[src/rtl/sdram_port_arbiter_if.sv]
// Two-port host request/grant bundle plus the command/response wires to the SDRAM controller.
// The slave modport is the arbiter's view; the master modport is the hosts-plus-controller side.
interface sdram_port_arbiter_if #(
    parameter int unsigned HADDR_WIDTH = 24
);
    localparam int unsigned DW = 16;

    logic                   p0_req;
    logic                   p0_we;
    logic [HADDR_WIDTH-1:0] p0_addr;
    logic [DW-1:0]          p0_wdata;
    logic                   p0_gnt;
    logic                   p0_done;
    logic [DW-1:0]          p0_rdata;

    logic                   p1_req;
    logic                   p1_we;
    logic [HADDR_WIDTH-1:0] p1_addr;
    logic [DW-1:0]          p1_wdata;
    logic                   p1_gnt;
    logic                   p1_done;
    logic [DW-1:0]          p1_rdata;

    logic [HADDR_WIDTH-1:0] ctl_wr_addr;
    logic [HADDR_WIDTH-1:0] ctl_rd_addr;
    logic [DW-1:0]          ctl_wr_data;
    logic                   ctl_wr_enable;
    logic                   ctl_rd_enable;
    logic                   ctl_busy;
    logic                   ctl_rd_ready;
    logic [DW-1:0]          ctl_rd_data;

    logic                   arb_busy;

    modport master (
        output p0_req, p0_we, p0_addr, p0_wdata,
        input  p0_gnt, p0_done, p0_rdata,
        output p1_req, p1_we, p1_addr, p1_wdata,
        input  p1_gnt, p1_done, p1_rdata,
        input  ctl_wr_addr, ctl_rd_addr, ctl_wr_data, ctl_wr_enable, ctl_rd_enable,
        output ctl_busy, ctl_rd_ready, ctl_rd_data,
        input  arb_busy
    );

    modport slave (
        input  p0_req, p0_we, p0_addr, p0_wdata,
        output p0_gnt, p0_done, p0_rdata,
        input  p1_req, p1_we, p1_addr, p1_wdata,
        output p1_gnt, p1_done, p1_rdata,
        output ctl_wr_addr, ctl_rd_addr, ctl_wr_data, ctl_wr_enable, ctl_rd_enable,
        input  ctl_busy, ctl_rd_ready, ctl_rd_data,
        output arb_busy
    );
endinterface

[src/rtl/sdram_port_arbiter.sv]
// Round-robin arbiter sharing one SDRAM controller between two host ports.
// One access in flight: latch winner, strobe until controller busy, wait for busy to fall.
module sdram_port_arbiter #(
    parameter int unsigned HADDR_WIDTH = 24
) (
    input logic                 clk,
    input logic                 rst_n,
    sdram_port_arbiter_if.slave bus
);
    localparam int unsigned DW = 16;
    localparam int unsigned SW = 8;

    typedef enum logic [1:0] {
        IDLE      = 2'd0,
        ISSUE     = 2'd1,
        WAIT_DONE = 2'd2
    } state_t;

    state_t                 state_q, state_d;
    logic                   cmd_we_q;
    logic [HADDR_WIDTH-1:0] cmd_addr_q;
    logic [DW-1:0]          cmd_wdata_q;
    logic                   owner_q;
    logic                   last_q;
    logic [SW-1:0]          stall_q;
    logic [DW-1:0]          rdata0_q, rdata1_q;

    logic any_req, sel;
    logic gnt0, gnt1, done0, done1, rd_en, wr_en;

    // Grant/done are same-cycle pulses; strobes decode the registered state.
    always_comb begin
        state_d = state_q;
        gnt0    = 1'b0;
        gnt1    = 1'b0;
        done0   = 1'b0;
        done1   = 1'b0;
        rd_en   = 1'b0;
        wr_en   = 1'b0;
        any_req = rst_n & (bus.p0_req | bus.p1_req);
        sel     = (bus.p0_req & bus.p1_req) ? ~last_q : bus.p1_req;
        case (state_q)
            IDLE: begin
                if (any_req) begin
                    state_d = ISSUE;
                    gnt0    = ~sel;
                    gnt1    = sel;
                end
            end
            ISSUE: begin
                rd_en = ~cmd_we_q;
                wr_en = cmd_we_q;
                if (bus.ctl_busy) state_d = WAIT_DONE;
            end
            WAIT_DONE: begin
                if (!bus.ctl_busy) begin
                    state_d = IDLE;
                    done0   = ~owner_q;
                    done1   = owner_q;
                end
            end
            default: state_d = IDLE;
        endcase
    end

    always_ff @(posedge clk or negedge rst_n) begin
        if (!rst_n) state_q <= IDLE;
        else        state_q <= state_d;
    end

    // Command register, round-robin pointer, stall counter and per-port read data.
    always_ff @(posedge clk or negedge rst_n) begin
        if (!rst_n) begin
            cmd_we_q    <= 1'b0;
            cmd_addr_q  <= '0;
            cmd_wdata_q <= '0;
            owner_q     <= 1'b0;
            last_q      <= 1'b1;
            stall_q     <= '0;
            rdata0_q    <= '0;
            rdata1_q    <= '0;
        end else begin
            if (state_q == IDLE && any_req) begin
                cmd_we_q    <= sel ? bus.p1_we    : bus.p0_we;
                cmd_addr_q  <= sel ? bus.p1_addr  : bus.p0_addr;
                cmd_wdata_q <= sel ? bus.p1_wdata : bus.p0_wdata;
                owner_q     <= sel;
                last_q      <= sel;
                stall_q     <= '0;
            end
            if (state_q == ISSUE && stall_q != '1) stall_q <= stall_q + SW'(1);
            if (state_q == WAIT_DONE && !cmd_we_q && bus.ctl_rd_ready) begin
                if (owner_q) rdata1_q <= bus.ctl_rd_data;
                else         rdata0_q <= bus.ctl_rd_data;
            end
        end
    end

    assign bus.p0_gnt        = gnt0;
    assign bus.p1_gnt        = gnt1;
    assign bus.p0_done       = done0;
    assign bus.p1_done       = done1;
    assign bus.p0_rdata      = rdata0_q;
    assign bus.p1_rdata      = rdata1_q;
    assign bus.ctl_wr_addr   = cmd_addr_q;
    assign bus.ctl_rd_addr   = cmd_addr_q;
    assign bus.ctl_wr_data   = cmd_wdata_q;
    assign bus.ctl_wr_enable = wr_en;
    assign bus.ctl_rd_enable = rd_en;
    assign bus.arb_busy      = (state_q != IDLE);
endmodule

[src/flat_wrapper.sv]
// flat-port wrapper written by rule: the top's interface ports become plain ports
module sdram_port_arbiter_flat 
#(
    parameter int unsigned HADDR_WIDTH = 24
)
  (clk, rst_n, bus_p0_req, bus_p0_we, bus_p0_addr, bus_p0_wdata, bus_p0_gnt, bus_p0_done, bus_p0_rdata, bus_p1_req, bus_p1_we, bus_p1_addr, bus_p1_wdata, bus_p1_gnt, bus_p1_done, bus_p1_rdata, bus_ctl_wr_addr, bus_ctl_rd_addr, bus_ctl_wr_data, bus_ctl_wr_enable, bus_ctl_rd_enable, bus_ctl_busy, bus_ctl_rd_ready, bus_ctl_rd_data, bus_arb_busy);
  sdram_port_arbiter_if #(.HADDR_WIDTH(HADDR_WIDTH)) bus_i ();
  input logic clk;
  input logic rst_n;
  input wire logic [$bits(bus_i.p0_req)-1:0] bus_p0_req;
  input wire logic [$bits(bus_i.p0_we)-1:0] bus_p0_we;
  input wire logic [$bits(bus_i.p0_addr)-1:0] bus_p0_addr;
  input wire logic [$bits(bus_i.p0_wdata)-1:0] bus_p0_wdata;
  output wire logic [$bits(bus_i.p0_gnt)-1:0] bus_p0_gnt;
  output wire logic [$bits(bus_i.p0_done)-1:0] bus_p0_done;
  output wire logic [$bits(bus_i.p0_rdata)-1:0] bus_p0_rdata;
  input wire logic [$bits(bus_i.p1_req)-1:0] bus_p1_req;
  input wire logic [$bits(bus_i.p1_we)-1:0] bus_p1_we;
  input wire logic [$bits(bus_i.p1_addr)-1:0] bus_p1_addr;
  input wire logic [$bits(bus_i.p1_wdata)-1:0] bus_p1_wdata;
  output wire logic [$bits(bus_i.p1_gnt)-1:0] bus_p1_gnt;
  output wire logic [$bits(bus_i.p1_done)-1:0] bus_p1_done;
  output wire logic [$bits(bus_i.p1_rdata)-1:0] bus_p1_rdata;
  output wire logic [$bits(bus_i.ctl_wr_addr)-1:0] bus_ctl_wr_addr;
  output wire logic [$bits(bus_i.ctl_rd_addr)-1:0] bus_ctl_rd_addr;
  output wire logic [$bits(bus_i.ctl_wr_data)-1:0] bus_ctl_wr_data;
  output wire logic [$bits(bus_i.ctl_wr_enable)-1:0] bus_ctl_wr_enable;
  output wire logic [$bits(bus_i.ctl_rd_enable)-1:0] bus_ctl_rd_enable;
  input wire logic [$bits(bus_i.ctl_busy)-1:0] bus_ctl_busy;
  input wire logic [$bits(bus_i.ctl_rd_ready)-1:0] bus_ctl_rd_ready;
  input wire logic [$bits(bus_i.ctl_rd_data)-1:0] bus_ctl_rd_data;
  output wire logic [$bits(bus_i.arb_busy)-1:0] bus_arb_busy;
  assign bus_i.p0_req = bus_p0_req;
  assign bus_i.p0_we = bus_p0_we;
  assign bus_i.p0_addr = bus_p0_addr;
  assign bus_i.p0_wdata = bus_p0_wdata;
  assign bus_p0_gnt = bus_i.p0_gnt;
  assign bus_p0_done = bus_i.p0_done;
  assign bus_p0_rdata = bus_i.p0_rdata;
  assign bus_i.p1_req = bus_p1_req;
  assign bus_i.p1_we = bus_p1_we;
  assign bus_i.p1_addr = bus_p1_addr;
  assign bus_i.p1_wdata = bus_p1_wdata;
  assign bus_p1_gnt = bus_i.p1_gnt;
  assign bus_p1_done = bus_i.p1_done;
  assign bus_p1_rdata = bus_i.p1_rdata;
  assign bus_ctl_wr_addr = bus_i.ctl_wr_addr;
  assign bus_ctl_rd_addr = bus_i.ctl_rd_addr;
  assign bus_ctl_wr_data = bus_i.ctl_wr_data;
  assign bus_ctl_wr_enable = bus_i.ctl_wr_enable;
  assign bus_ctl_rd_enable = bus_i.ctl_rd_enable;
  assign bus_i.ctl_busy = bus_ctl_busy;
  assign bus_i.ctl_rd_ready = bus_ctl_rd_ready;
  assign bus_i.ctl_rd_data = bus_ctl_rd_data;
  assign bus_arb_busy = bus_i.arb_busy;
  sdram_port_arbiter #(.HADDR_WIDTH(HADDR_WIDTH)) u_core (.clk(clk), .rst_n(rst_n), .bus(bus_i));
endmodule
[config.mk]
export PLATFORM = sky130hd
export DESIGN_NAME = sdram_port_arbiter_flat
export DESIGN_NICKNAME = d
export VERILOG_FILES = /design/src/rtl/sdram_port_arbiter_if.sv /design/src/rtl/sdram_port_arbiter.sv /design/src/flat_wrapper.sv
export SDC_FILE = /design/constraint.sdc
export NUM_CORES = 1
export LEC_CHECK = 0
export BUFFER_PORTS_ARGS = -buffer_cell sky130_fd_sc_hd__clkbuf_2
export CORE_ASPECT_RATIO = 0.9
export CORE_MARGIN = 4
export CORE_UTILIZATION = 35
export CTS_BUF_LIST = sky130_fd_sc_hd__clkbuf_4
export DETAILED_ROUTE_END_ITERATION = 16
export GPL_ROUTABILITY_DRIVEN = 0
export PLACE_DENSITY = 0.64
export SETUP_SLACK_MARGIN = 0.2
export SYNTH_ARGS = -nofsm -noshare
export SYNTH_HDL_FRONTEND = slang
export SYNTH_SLANG_ARGS = --single-unit
[constraint.sdc]
create_clock -name clk -period 3.33 [get_ports clk]
set_clock_uncertainty 0.05 [all_clocks]
set_input_delay 0.1665 -clock clk [delete_from_list [all_inputs] [get_ports clk]]
set_output_delay 0.1665 -clock clk [all_outputs]
set_load 0.03 [all_outputs]
# [Yosys cells after proc, flatten, opt, wreduce, memory -nomap -nowiden]
# Index checks and enable logic that the tools add are counted.
[word_totals] reg_bits=77 out_inout_bits=103 word_cells=47 inputBits=104
[classes] eq_ne=5 muxes=18 bitwise=7 reduce_logical=9
[ops] cell="2-to-1 mux 24 bit" n=1
[ops] cell="2-to-1 mux 16 bit" n=1
[ops] cell="2-to-1 mux 1 bit" n=12
[ops] cell="2-to-1 mux 2 bit" n=3
[ops] cell="one-hot mux 2 bit (3 select lines)" n=1
[ops] cell="!= test 2 bit (second input constant)" n=2
[ops] cell="NOT 1 bit" n=4
[ops] cell="AND reduction 2 bit" n=2
[ops] cell="logical AND 1 bit" n=3
[ops] cell="AND reduction 3 bit" n=1
[ops] cell="bitwise AND 1 bit" n=2
[ops] cell="== test 2 x 1 -> 1 bit (second input constant)" n=1
[ops] cell="== test 2 bit (second input constant)" n=1
[ops] cell="logical NOT 2 bit" n=1
[ops] cell="!= test 2 x 1 -> 1 bit (second input constant)" n=1
[ops] cell="nonzero test 2 bit" n=1
[ops] cell="logical NOT 1 bit" n=1
[ops] cell="OR 1 bit" n=1

# [Longest topological paths before layout]
# Gate-level depths: netlist of run 1.
[depth] word_depth=5 depth_mapped=6 mapped_depth_nobuf=3

# [Worst setup path after synthesis of run 1]
# OpenSTA, ideal clock, no wires.
[synth_timing] kind="reg2out" startpoint="register u_core.state_q[0]" endpoint="output port bus_p1_done" n_path_buf=0 path_slack_ns=1.718 stages_incl_launch_ff=3 arrival_ns=1.396 required_ns=3.113 path_cell_list="dfrtp_1 -> or2b_1 -> nor3b_1"
[synth_via] elab_chain_cells=2
[synth_lines] element="from (decl)" line_no="sdram_port_arbiter.sv:19" rtl="state_t state_q, state_d;"
[synth_lines] element="from (signal assigned)" line_no="sdram_port_arbiter.sv:68" rtl="else state_q <= state_d;"
[synth_lines] element="== test 2 bit" line_no="sdram_port_arbiter.sv:42" rtl="case (state_q)"
[synth_lines] element="2-to-1 mux 1 bit" line_no="sdram_port_arbiter.sv:42"
[synth_lines] element="to (decl)" line_no="flat_wrapper.sv:22" rtl="output wire logic [$bits(bus_i.p1_done)-1:0] bus_p1_done;"
# No other way between the ends.

# [Worst setup path in the final report of run 1]
[layout_timing] startpoint="input port rst_n" endpoint="output port bus_p1_gnt"
[layout_via] elab_chain_cells=3
[layout_lines] element="from (decl)" line_no="flat_wrapper.sv:9" rtl="input logic rst_n;"
[layout_lines] element="bitwise AND 1 bit" line_no="sdram_port_arbiter.sv:40" rtl="any_req = rst_n & (bus.p0_req | bus.p1_req);"
[layout_lines] element="2-to-1 mux 1 bit" line_no="sdram_port_arbiter.sv:44" rtl="if (any_req) begin"
[layout_lines] element="2-to-1 mux 1 bit" line_no="sdram_port_arbiter.sv:42"
[layout_lines] element="to (decl)" line_no="flat_wrapper.sv:21" rtl="output wire logic [$bits(bus_i.p1_gnt)-1:0] bus_p1_gnt;"
# No other way between the ends.

==> results.md, run 1 <==
Outcome:
- The flow ran to the end, and the final reports show no timing, DRC or antenna violations.

Route:
- The detailed-routing iteration count for the pre-antenna-repair pass is 4.
- In the final routed layout, each cell accounts on average for 16.3 um.
- For this block, the routed nets add up to 11000 um of wire.
- The number of antenna-violating nets in the routed design is 0.
- The count of vias placed by the detailed router is 3250.
- In the routed layout, each cell is associated on average with a via count of 4.79.
- The violation count after the first detailed-route iteration is 211.
- In the routed design, unresolved DRC markers number 0.

Placement:
- Buffers placed on the I/O ports in this run total 206.
- The half-perimeter wire length after placement is 7790 um.

Clocking:
- Once the clock tree was built, the setup fixing pass inserted 0 buffers.
- The clock tree from TritonCTS is done.
- Clock-pin slew was measured on the worst setup and hold paths at 0.12 ns.
- The clock passes through at most 2 buffers.
- The H-tree was split into 3 levels.
- The total number of clock tree sinks is 77.
- The number of buffers created by CTS is 9.
- The count of cells resized by post-cts repair is 0.
- The tree is rooted in a clkbuf_4.
- For the worst-skew pair, the clock arrives at the later sink with an insertion delay of 0.42 ns.

Worst setup path:
- The setup check on the worst reg-to-reg path leaves a slack of 1.25 ns.
- The worst register-to-register path has a depth of 4.
- The required time at the endpoint of the critical path is 3.11 ns.
- Of all nets on the critical path, the largest fanout is 33.
- By startpoint and endpoint, the worst setup path is classified as in -> out.
- The startpoint type of the worst setup path is an input port.
- In this run the worst setup path terminates at bus_p1_gnt.
- The endpoint identified for the worst register-to-register timing path is u_core.bus.ctl_wr_data[11].
- The startpoint identified for the worst register-to-register timing path is u_core.state_q[1].
- The start point of the critical path is rst_n.
- The endpoint type of the worst setup path is a primary output.
- STA puts the critical path data arrival time at 2.46 ns.

Power:
- For this design the total switching power over the nets is 2.43 mW.
- The worst-case IR drop observed on VDD is 0.000362 V.
- The share of total power dissipated in the clock network is 0.134.
- Of the total power, registers draw 0.337.
- The cell area power density is 911 nW/um^2.
- The leakage power summed over all cells is 2.75 nW.
- Of the total power, combinational logic draws 0.529.
- Cell internal power was estimated by the tool at 2.57 mW.
- The switching share of power is 0.487.

Yosys:
- The synthesized netlist occupies a cell area of 3880 sq um.
- In this run, synthesis inferred 0 flip-flops with an integrated enable.
- Counting every net in the synthesized netlist gives 412.
- The most used flip-flop cell after synthesis is dfrtp_1.
- Dividing the synthesized area by the synthesized cell count gives 12.6 sq um.
- Of the synthesized area, sequential elements account for 0.497.
- The flop and latch count out of synthesis is 77.
- The count of cell types in the netlist is 33.
- For this run, asynchronously set or reset flops after synthesis account for 1.00.
- During synthesis, Yosys emitted a total of 0 warnings.
- After technology mapping, the gate count stands at 308.

Floorplanning:
- The die is 108 um tall.
- The effective utilization at floorplan is 0.359.
- The total number of placement rows is 36.
- The die area is 12800 sq um.
- The horizontal die dimension is 119 um.
- The number of I/O pins is 207.
- The total core area is 10800 sq um.

Timing:
- Derived from the worst setup path, the maximum achievable clock frequency is 374 MHz.
- The tightest slew margin relative to the limit is 0.237.
- Setup repair after global routing left no endpoint under its margin.
- The slew at the pin closest to its max-slew limit is 1.14 ns.
- The max-slew violation count is 0.
- Counting I/O delays and the setup requirement, the final critical path takes 2.68 ns.
- The worst hold margin is 0.0488 ns.
- The final cycle utilization of the critical path is 0.803.
- Setup violations remaining at the end of the flow were counted as 0.
- The number of hold violations in the final report came to 0.
- Setup total negative slack on the finished layout was measured at 0 ns.

Cells and area:
- Leaving out fill and tap cells, the most frequent cell in the layout is clkbuf_2.
- In the layout the commonest cells are clkbuf_2, dfrtp_1, dlygate4sd3_1, nand2_1, a221o_1.
- The share of post-route cells with drive strength above 1 is 0.550.
- The area used by multi-input combinational logic is 1540 sq um.
- The number of inserted filler cells in the final layout is 965.
- The net count of the finished layout is 643.
- Relative to the synthesized area, the layout overhead comes to 41.4%.
- The area taken by flip-flops and latches is 1930 sq um.

GRT:
- The largest net degree at the start of global routing is 50.
- For this run the aggregate overflow at the end of global routing stands at 0.
- The overall global routing resource usage is 0.170.
- The number of global-route vias before repair was 3451.
- The initial antenna violation count is 1.
- The wire length of the first global-routing pass is 17400 um.

Run:
- The count of maximum capacitance violations is 0.

Worst hold path:
- The critical hold path startpoint is bus_p0_addr[2].
- The tightest min-delay check is of the in -> reg type.
==> layout make-up <==
type                            count  area share
Antenna cell                        1    0.000456
Clock buffer                       10      0.0137
Clock inverter                      6      0.0176
Inverter                            2     0.00137
Multi-Input combinational cell    178       0.281
Sequential cell                    77       0.351
Tap cell                          133      0.0303
Timing Repair Buffer              271       0.304
==> metrics by stage <==
| stage | setup WS (ns) | power (mW) | area [sq um] | instances | util |
|---|---|---|---|---|---|
| finish | 0.655 | 5.00 | 5490 | 678 | 0.508 |
| global route | 0.471 | 5.26 | 5490 | 678 | 0.508 |
| CTS | 0.591 | 5.05 | 5490 | 677 | 0.507 |
| detailed placement | 1.10 | 4.31 | 4720 | 602 | 0.437 |
| global placement | 1.11 | 4.28 | 4720 | 602 | 0.437 |
| floorplan | 1.72 | 3.71 | 3880 | 308 | - |
==> worst min-delay path by stage <==
| stage | end | slack (ns) | depth (start not counted) |
|---|---|---|---|
| 2_1_floorplan | u_core.bus.ctl_rd_addr[0] | -0.18 | 0 |
| 3_3_place_gp | u_core.bus.ctl_rd_addr[14] | 0.08 | 1 |
| 3_5_place_dp | u_core.bus.ctl_rd_addr[16] | 0.09 | 1 |
| 4_1_cts | u_core.bus.ctl_rd_addr[2] | 0.01 | 4 |
| 5_1_grt | u_core.bus.ctl_wr_data[3] | 0.03 | 4 |
| 6_report | u_core.bus.ctl_rd_addr[2] | 0.05 | 4 |
==> critical path, cell delays in order <==
cell and delay, ns:
dlygate4sd3_1 0.53, buf_4 0.37, nor3b_2 0.37, and3_2 0.68
clkbuf_2 0.32
==> synthesized netlist by cell type (all sizes together) (4+ instances only) <==
| cell | n | area [sq um] |
|---|---|---|
| nor2 | 4 | 15.0 |
| nor3 | 42 | 405 |
| mux2 | 32 | 398 |
| dfrtp | 76 | 1900 |
| a221o | 41 | 410 |
| nand2 | 43 | 164 |
| clkbuf | 8 | 30.0 |
| buf | 43 | 392 |
==> routing by layer <==
layer  part of all wire  track usage  up-vias
met5                  0            0        -
met4              0.015       0.0687        0
met3              0.060       0.0431       15
met2               0.51        0.299      129
met1               0.41        0.198     1546
li1                   -            -     1560
==> power groups by stage <==
| stage | clock [mW] | sequential, mW | combinational (mW) |
|---|---|---|---|
| floorplan | 0 | 2.46 | 1.26 |
| CTS | 0.699 | 1.68 | 2.67 |
| global route | 0.731 | 1.74 | 2.79 |
| finish | 0.671 | 1.68 | 2.64 |
| detailed placement | 0 | 1.69 | 2.62 |
| global placement | 0 | 1.69 | 2.59 |
==> flip-flops by register name, indices dropped and copies added (netlist names) <==
| signal | flops |
|---|---|
| u_core.state_q | 2 |
| u_core.owner_q | 1 |
| u_core.bus.ctl_rd_addr | 24 |
| u_core.last_q | 1 |
| u_core.bus.ctl_wr_data | 16 |
| u_core.cmd_we_q | 1 |
| u_core.bus.p1_rdata | 16 |
| u_core.bus.p0_rdata | 16 |
==> cells by family (layout without fill, tap and decap cells) <==
kind of cell           Yosys count  in the layout  synth area share
and+or+nand+nor                100            100             0.176
muxes                           32             32             0.103
DFF                             77             77             0.497
buffers and inverters           53            289             0.111
other                            0              1                 0
AOI/OAI and AO/OA               46             46             0.114
==> what timing repair did <==
action                                  4_1_cts  5_1_grt
endpoints found under the setup margin        0        0
endpoints found under the hold margin       103        0
hold buffers                                 59        0
No activity file was read; power rests on OpenSTA's default activity.
==> run 2: changes to the inputs <==
==> constraint.sdc (replaced) <==
create_clock -name clk -period 2.6 [get_ports clk]
set_clock_uncertainty 0.05 [all_clocks]
set_input_delay 0.13 -clock clk [delete_from_list [all_inputs] [get_ports clk]]
set_output_delay 0.13 -clock clk [all_outputs]
set_load 0.03 [all_outputs]
==> results.md, run 2 (synthesized netlist as in run 1, its figures left out) <==
Worst setup path:
- The delay contributed by the slowest stage of the critical path is 0.56 ns (-0.12 ns).
- The count of buffer and inverter cells on the critical path is 1 (-2).
- The startpoint identified for the worst register-to-register timing path is u_core.state_q[1].
- The arrival time of data at the critical path endpoint is 2.51 ns (+0.05 ns).
- STA classifies the critical path startpoint as a register.
- The signal on the critical path passes through nor3b_2, o21ai_4, a221o_1, dlygate4sd3_1.
- The required time at the endpoint of the critical path is 2.86 ns (-0.25 ns).
- In this run the critical register-to-register path is captured at u_core.bus.ctl_rd_addr[17].
- On the critical path the largest part of the delay comes from compound AO/OA/AOI/OAI gates.
- The count of cell instances traversed by the critical path came to 4 (-1).
- STA classifies the critical path endpoint as a register.
- The slowest library cell on the worst path is dlygate4sd3_1.
- The depth of the most critical reg-to-reg path is 4 (unchanged).
- The category of the most critical setup path is reg -> reg.
- The maximum net fanout on the critical path was 42 (+27%).
- The worst-case register-to-register setup slack is 0.35 ns (-0.90 ns).

Cells and area:
- The flip-flop count of the largest register after layout is 24 (unchanged).
- The count of antenna diodes in the layout is 0 (-1).
- The non-filler instance count after layout was 699 (+3.1%).
- The share of post-route cells with drive strength above 1 is 0.532 (-0.0178).
- The number of nets at the end of the flow was 665 (+3.4%).
- The area growth from synthesis to layout is 46.6%.
- The number of inserted filler cells in the final layout came to 947 (-1.9%).
- The post-route core utilization is 0.526 (+0.0185).
- The library cell used most frequently in the layout, excluding fill and tap cells, is clkbuf_2.
- In the layout the commonest cells are clkbuf_2, dlygate4sd3_1, dfrtp_1, nand2_1, a221o_1.

Route:
- The number of antenna-violating nets in the routed design was 0 (unchanged).
- The routed wire length on met2 is 6200 um (+9.6%).
- The detail-routed net length per standard cell is 16.7 um (+2.5%).
- The detailed-routing iteration count for the pre-antenna-repair pass was 4 (unchanged).
- In this run the top signal layer used is met4.
- The aggregate routed wire length is 11700 um (+5.7%).
- The routed length on met3 is 771 um (+16%).
- The number of design rule violations left after detail routing is 0 (unchanged).
- The via density per instance is 4.94 (+3.1%).
- The routed length on met1 is 4450 um (-2.0%).
- The count of vias placed by the detailed router came to 3455 (+6.3%).
- The violation count after the first detailed-route iteration came to 157 (-26%).

Timing:
- The number of hold violations in the final report came to 0 (unchanged).
- The final cycle utilization of the critical path is 0.867.
- The slew at the pin closest to its max-slew limit is 1.15 ns (+0.0124 ns).
- The tightest slew margin relative to the limit was 0.229 (-0.00828).
- Setup repair after global routing left no endpoint under its margin.
- The summed negative setup slack over all endpoints came to 0 ns (unchanged).
- The max-slew violation count is 0 (unchanged).
- The minimum period implied by the final worst setup slack is 2.25 ns.
- The worst hold margin is 0.0331 ns (-0.0157 ns).
- The final count of negative-setup-slack endpoints was 0 (unchanged).
- The highest attainable clock frequency is 444 MHz.

Power:
- The worst IR drop on VDD is 0.000471 V (+30%).
- The leakage power summed over all cells came to 2.84 nW (+3.2%).
- The cell area power density was 1110 nW/um^2 (+22%).
- The total design power came to 6.32 mW (+26%).

Placement:
- The number of placed instances with taps included is 604 (+0.33%).
- The number of I/O port buffers was 206 (unchanged).
- The half-perimeter wire length after placement is 7790 um (about the same).

Floorplanning:
- The vertical die dimension came to 108 um (unchanged).
- The total core area came to 10800 sq um (unchanged).
- The number of I/O pins was 207 (unchanged).
- The horizontal die dimension is 119 um (unchanged).
- The die area is 12800 sq um (unchanged).
- The effective utilization at floorplan is 0.359 (unchanged).
- The total number of placement rows is 36 (unchanged).

Clocking:
- The number of buffers created by CTS is 9 (unchanged).
- The clock latency at the later pin of the worst-skew pair is 0.42 ns (about the same).
- TritonCTS built the clock tree.
- The post-CTS repair timing setup buffer count came to 0 (unchanged).
- The clock input transition at the sequential cells of the worst setup and hold paths is 0.12 ns (about the same).
- The maximum root-to-sink buffer count came to 2 (unchanged).
- The number of H-tree branching levels was 3 (unchanged).
- The cell at the root of the clock tree is clkbuf_4.
- The total number of clock tree sinks is 77 (unchanged).

GRT:
- The number of global-route vias before repair is 3633 (+5.3%).
- The largest net degree at the start of global routing is 52 (+4.0%).
- The wire length of the first global-routing pass is 18300 um (+5.5%).
- The overall global routing resource usage came to 0.181 (+0.0110).
- The remaining global-route overflow is 0 (unchanged).
- The initial antenna violation count is 0 (-1).

Outcome:
- The run finished with clean final reports.

Worst hold path:
- The type of the most critical hold path is in -> reg.
- The critical hold path startpoint is bus_p0_addr[21].
- The hold-critical path depth came to 4 (unchanged).
- For hold timing, the worst endpoint is u_core.bus.ctl_rd_addr[21].

Run:
- The count of maximum capacitance violations is 0 (unchanged).
run 2: cell types whose count changed in the layout (fill, tap and decap cells not counted), sizes merged:
cell         before  now
buf               7    9
bufinv            2    0
clkinv            2    5
diode             1    0
dlygate4sd3      59   79
inv               3    2
run 2: layer usage:
| layer | global-route usage | vias up |
|---|---|---|
| met5 | 0 | - |
| met4 | 0.0554 | 0 |
| met3 | 0.0573 | 20 |
| met2 | 0.338 | 135 |
| met1 | 0.195 | 1703 |
| li1 | - | 1597 |
run 2: cell type report:
cell class              count  area [sq um]  area share
inverters                   2          7.51     0.00132
clock buffers              10          75.1      0.0132
well taps                 133           166      0.0293
repair buffers            293          1920       0.338
clock inverters             6          40.0     0.00704
multi-input cells         178          1550       0.272
flip-flops and latches     77          1930       0.339
run 2: metrics by stage:
step                      worst slack [ns]  cell area, sq um
after global routing                 0.216              5690
final                                0.345              5690
after floorplan                       1.02              3880
after CTS                            0.221              5680
after global placement               0.707              4780
after detailed placement             0.715              4780
run 2: report_power, final:
part	internal (mW)	switching, mW	total (mW)
registers	1.75	0.410	2.16
logic	1.23	2.30	3.53
clock network	0.206	0.423	0.629
total	3.19	3.13	6.32
run 2: worst max-delay path by stage:
stage                                  from                         end  slack, ns
after global placement      u_core.cmd_we_q      u_core.bus.p0_rdata[5]       0.71
after floorplan           u_core.state_q[0]                 bus_p1_done       1.02
after global routing      u_core.state_q[1]  u_core.bus.ctl_rd_addr[17]       0.22
after detailed placement    u_core.cmd_we_q      u_core.bus.p0_rdata[5]       0.71
final                     u_core.state_q[1]  u_core.bus.ctl_rd_addr[17]       0.35
after CTS                 u_core.state_q[1]   u_core.bus.ctl_wr_data[1]       0.22
run 2: what timing repair did:
action                                 4_1_cts  5_1_grt
resized for setup                            0        2
hold buffers                                79        0
setup endpoints to repair                    0        3
endpoints found under the hold margin      151        0
run 2: worst reg2reg max path, stage by stage (launching register included):
cell and delay [ns]:
dfrtp_1 0.44, nor3b_2 0.33, o21ai_4 0.36, a221o_1 0.41, dlygate4sd3_1 0.56
==> run 3: changes to the inputs <==
==> constraint.sdc (replaced) <==
create_clock -name clk -period 2.1 [get_ports clk]
set_clock_uncertainty 0.05 [all_clocks]
set_input_delay 0.105 -clock clk [delete_from_list [all_inputs] [get_ports clk]]
set_output_delay 0.105 -clock clk [all_outputs]
set_load 0.03 [all_outputs]
==> results.md, run 3 (synthesized netlist as in run 1, its figures left out) <==
Clocking:
- The maximum root-to-sink buffer count was 2 (unchanged).
- The number of H-tree branching levels is 3 (unchanged).
- The clock input transition at the sequential cells of the worst setup and hold paths was 0.13 ns (about the same).
- The number of buffers created by CTS was 9 (unchanged).
- The total number of clock tree sinks is 77 (unchanged).
- In this run the clock root is driven by a clkbuf_4.
- The clock latency at the later pin of the worst-skew pair is 0.41 ns (about the same).
- TritonCTS built the clock tree.

Cells and area:
- The flip-flop count of the largest register after layout came to 24 (unchanged).
- The non-filler instance count after layout is 716 (+2.4%).
- The number of nets at the end of the flow came to 679 (+2.1%).
- The summed area of non-filler cells in the final layout is 5880 sq um (+3.3%).
- Leaving out fill and tap cells, the most frequent cell in the layout is clkbuf_2.
- The share of post-route cells with drive strength above 1 is 0.528 (-0.00422).
- The number of inserted filler cells in the final layout was 946 (-0.11%).
- In the layout the commonest cells are clkbuf_2, dlygate4sd3_1, dfrtp_1, nand2_1, a221o_1.
- The area growth from synthesis to layout is 51.4%.
- The area taken by flip-flops and latches is 1930 sq um (unchanged).
- The area used by multi-input combinational logic came to 1550 sq um (+0.24%).

Timing:
- The max-slew violation count is 0 (unchanged).
- The number of hold violations in the final report is 0 (unchanged).
- The tightest slew margin relative to the limit is 0.239 (+0.0103).
- Static timing analysis puts the maximum clock frequency at 555 MHz.
- The slew at the pin closest to its max-slew limit was 1.14 ns (-0.0154 ns).
- The final count of negative-setup-slack endpoints was 0 (unchanged).
- Setup repair after global routing left no endpoint under its margin.
- The summed negative setup slack over all endpoints was 0 ns (unchanged).
- Of the available clock period, the critical path in the final layout requires 0.858.
- The routed design could run at a clock period as short as 1.80 ns.

Worst setup path:
- The endpoint type of the worst setup path is a primary output.
- The count of buffer and inverter cells on the critical path was 1 (unchanged).
- The required time at the endpoint of the critical path is 1.95 ns (-0.91 ns).
- The worst-case register-to-register setup slack is 0.32 ns (-0.03 ns).
- The startpoint type of the worst setup path is a register.
- The most critical setup path has its startpoint at u_core.state_q[1].
- By startpoint and endpoint, the worst setup path is classified as reg -> out.
- The delay contributed by the slowest stage of the critical path came to 0.47 ns (-0.09 ns).
- In this run the critical register-to-register path is launched from u_core.state_q[1].
- The maximum net fanout on the critical path is 6 (-86%).
- The cell family contributing the most delay on the critical path is simple AND/OR/NAND/NOR gates.
- The arrival time of data at the critical path endpoint is 1.65 ns (-0.86 ns).
- The signal on the critical path passes through or2b_1, nor3b_1, clkbuf_2.
- The slowest library cell on the worst path is dfrtp_1.

Floorplanning:
- The total core area is 10800 sq um (unchanged).
- The effective utilization at floorplan is 0.359 (unchanged).
- The die area is 12800 sq um (unchanged).
- The vertical die dimension is 108 um (unchanged).
- The number of I/O pins is 207 (unchanged).
- The total number of placement rows came to 36 (unchanged).
- The horizontal die dimension is 119 um (unchanged).

GRT:
- The initial antenna violation count was 2 (+2).
- The largest net degree at the start of global routing was 45 (-13%).
- The wire length of the first global-routing pass is 19200 um (+4.7%).
- The overall global routing resource usage came to 0.188 (+0.00726).
- The number of global-route vias before repair is 3786 (+4.2%).
- The remaining global-route overflow is 0 (unchanged).

Route:
- The count of vias placed by the detailed router is 3508 (+1.5%).
- The violation count after the first detailed-route iteration is 136 (-13%).
- The number of antenna-violating nets in the routed design was 0 (unchanged).
- The aggregate routed wire length is 12200 um (+4.7%).
- The number of design rule violations left after detail routing is 0 (unchanged).
- The detail-routed net length per standard cell is 17.0 um (+2.2%).
- The via density per instance is 4.90 (-0.88%).
- The detailed-routing iteration count for the pre-antenna-repair pass is 4 (unchanged).

Power:
- The portion of total power attributed to combinational logic is 0.537 (-0.022).
- The total net switching power is 3.94 mW (+26%).
- The cell area power density is 1370 nW/um^2 (+24%).
- The internal portion of total power is 4.14 mW (+30%).
- The total design power came to 8.08 mW (+28%).
- The leakage power summed over all cells was 2.91 nW (+2.5%).
- The clock power share came to 0.132 (+0.032).
- The worst IR drop on VDD is 0.000506 V (+7.4%).
- The sequential cell fraction of total power is 0.331 (-0.011).
- The switching share of power is 0.488 (-0.00813).

Placement:
- The area after detailed placement is 4800 sq um (+0.47%).
- The number of placed instances with taps included is 607 (+0.50%).
- The number of I/O port buffers is 206 (unchanged).
- The half-perimeter wire length after placement is 8080 um (+3.8%).

Outcome:
- The flow ran to the end, and the final reports show no timing, DRC or antenna violations.

Worst hold path:
- The min-delay analysis places its worst path in the category in -> reg.
- The critical hold path startpoint is bus_p0_addr[6].

Run:
- The count of maximum capacitance violations is 0 (unchanged).
## run 3: cell count changes in the layout (fill, tap and decap cells not counted), sizes merged
cell | before | now
inv | 2 | 3
diode | 0 | 3
clkbuf | 215 | 214
clkinvlp | 1 | 2
dlygate4sd3 | 79 | 87
bufinv | 0 | 2
buf | 9 | 15
clkinv | 5 | 2
## run 3: routing by layer
metal,track usage,part of all wire,routed length (um)
met1,0.213,0.38,4660
met5,0,0,0
met4,0.100,0.038,467
met2,0.330,0.52,6280
met3,0.0441,0.065,791
## run 3: power groups by stage
stage | sequential, mW | clock (mW) | combinational, mW
finish | 2.68 | 1.07 | 4.33
global route | 2.78 | 1.14 | 4.56
global placement | 2.67 | 0 | 4.15
detailed placement | 2.69 | 0 | 4.21
floorplan | 3.89 | 0 | 1.99
CTS | 2.67 | 1.09 | 4.34
## run 3: area by class of cell
| cell class | instances | area share |
|---|---|---|
| clock inverter | 7 | 0.0168 |
| sequential | 77 | 0.328 |
| tap | 133 | 0.0283 |
| multi-input combinational | 178 | 0.264 |
| antenna | 3 | 0.00128 |
| clock buffer | 9 | 0.0115 |
| inverter | 2 | 0.00128 |
| timing repair buffer | 307 | 0.348 |
## run 3: through the flow
stage          worst slack, ns   util  hold slack (ns)
3_3_place_gp             0.385  0.444            0.163
5_1_grt                  0.210  0.543           0.0110
2_1_floorplan            0.549      -           -0.241
3_5_place_dp             0.364  0.444            0.173
6_report                 0.298  0.544           0.0149
4_1_cts                  0.254  0.541         0.000663
## run 3: path summary, 6_finish.rpt
check,end,cells after the start
setup reg to reg,u_core.bus.ctl_wr_data[10],4
hold / removal,u_core.bus.ctl_rd_addr[6],4
setup / recovery,bus_p1_done,3
max in group asynchronous,u_core.last_q,3
min in group asynchronous,u_core.bus.p0_rdata[9],3
hold reg to reg,u_core.bus.p1_rdata[11],1
## run 3: what timing repair did
item | 4_1_cts | 5_1_grt
pin swaps | 1 | 0
setup endpoints to repair | 1 | 1
endpoints found under the hold margin | 151 | 1
cloned | 0 | 0
setup buffers | 1 | 2
hold buffers | 86 | 1
resized for setup | 2 | 0
## run 3: tightest hold or removal path, delay by kind of cell
family,cells,cell delay (ns)
and+or+nand+nor,2,0.16
AOI/OAI and AO/OA,1,0.12
buffers and inverters,1,0.07
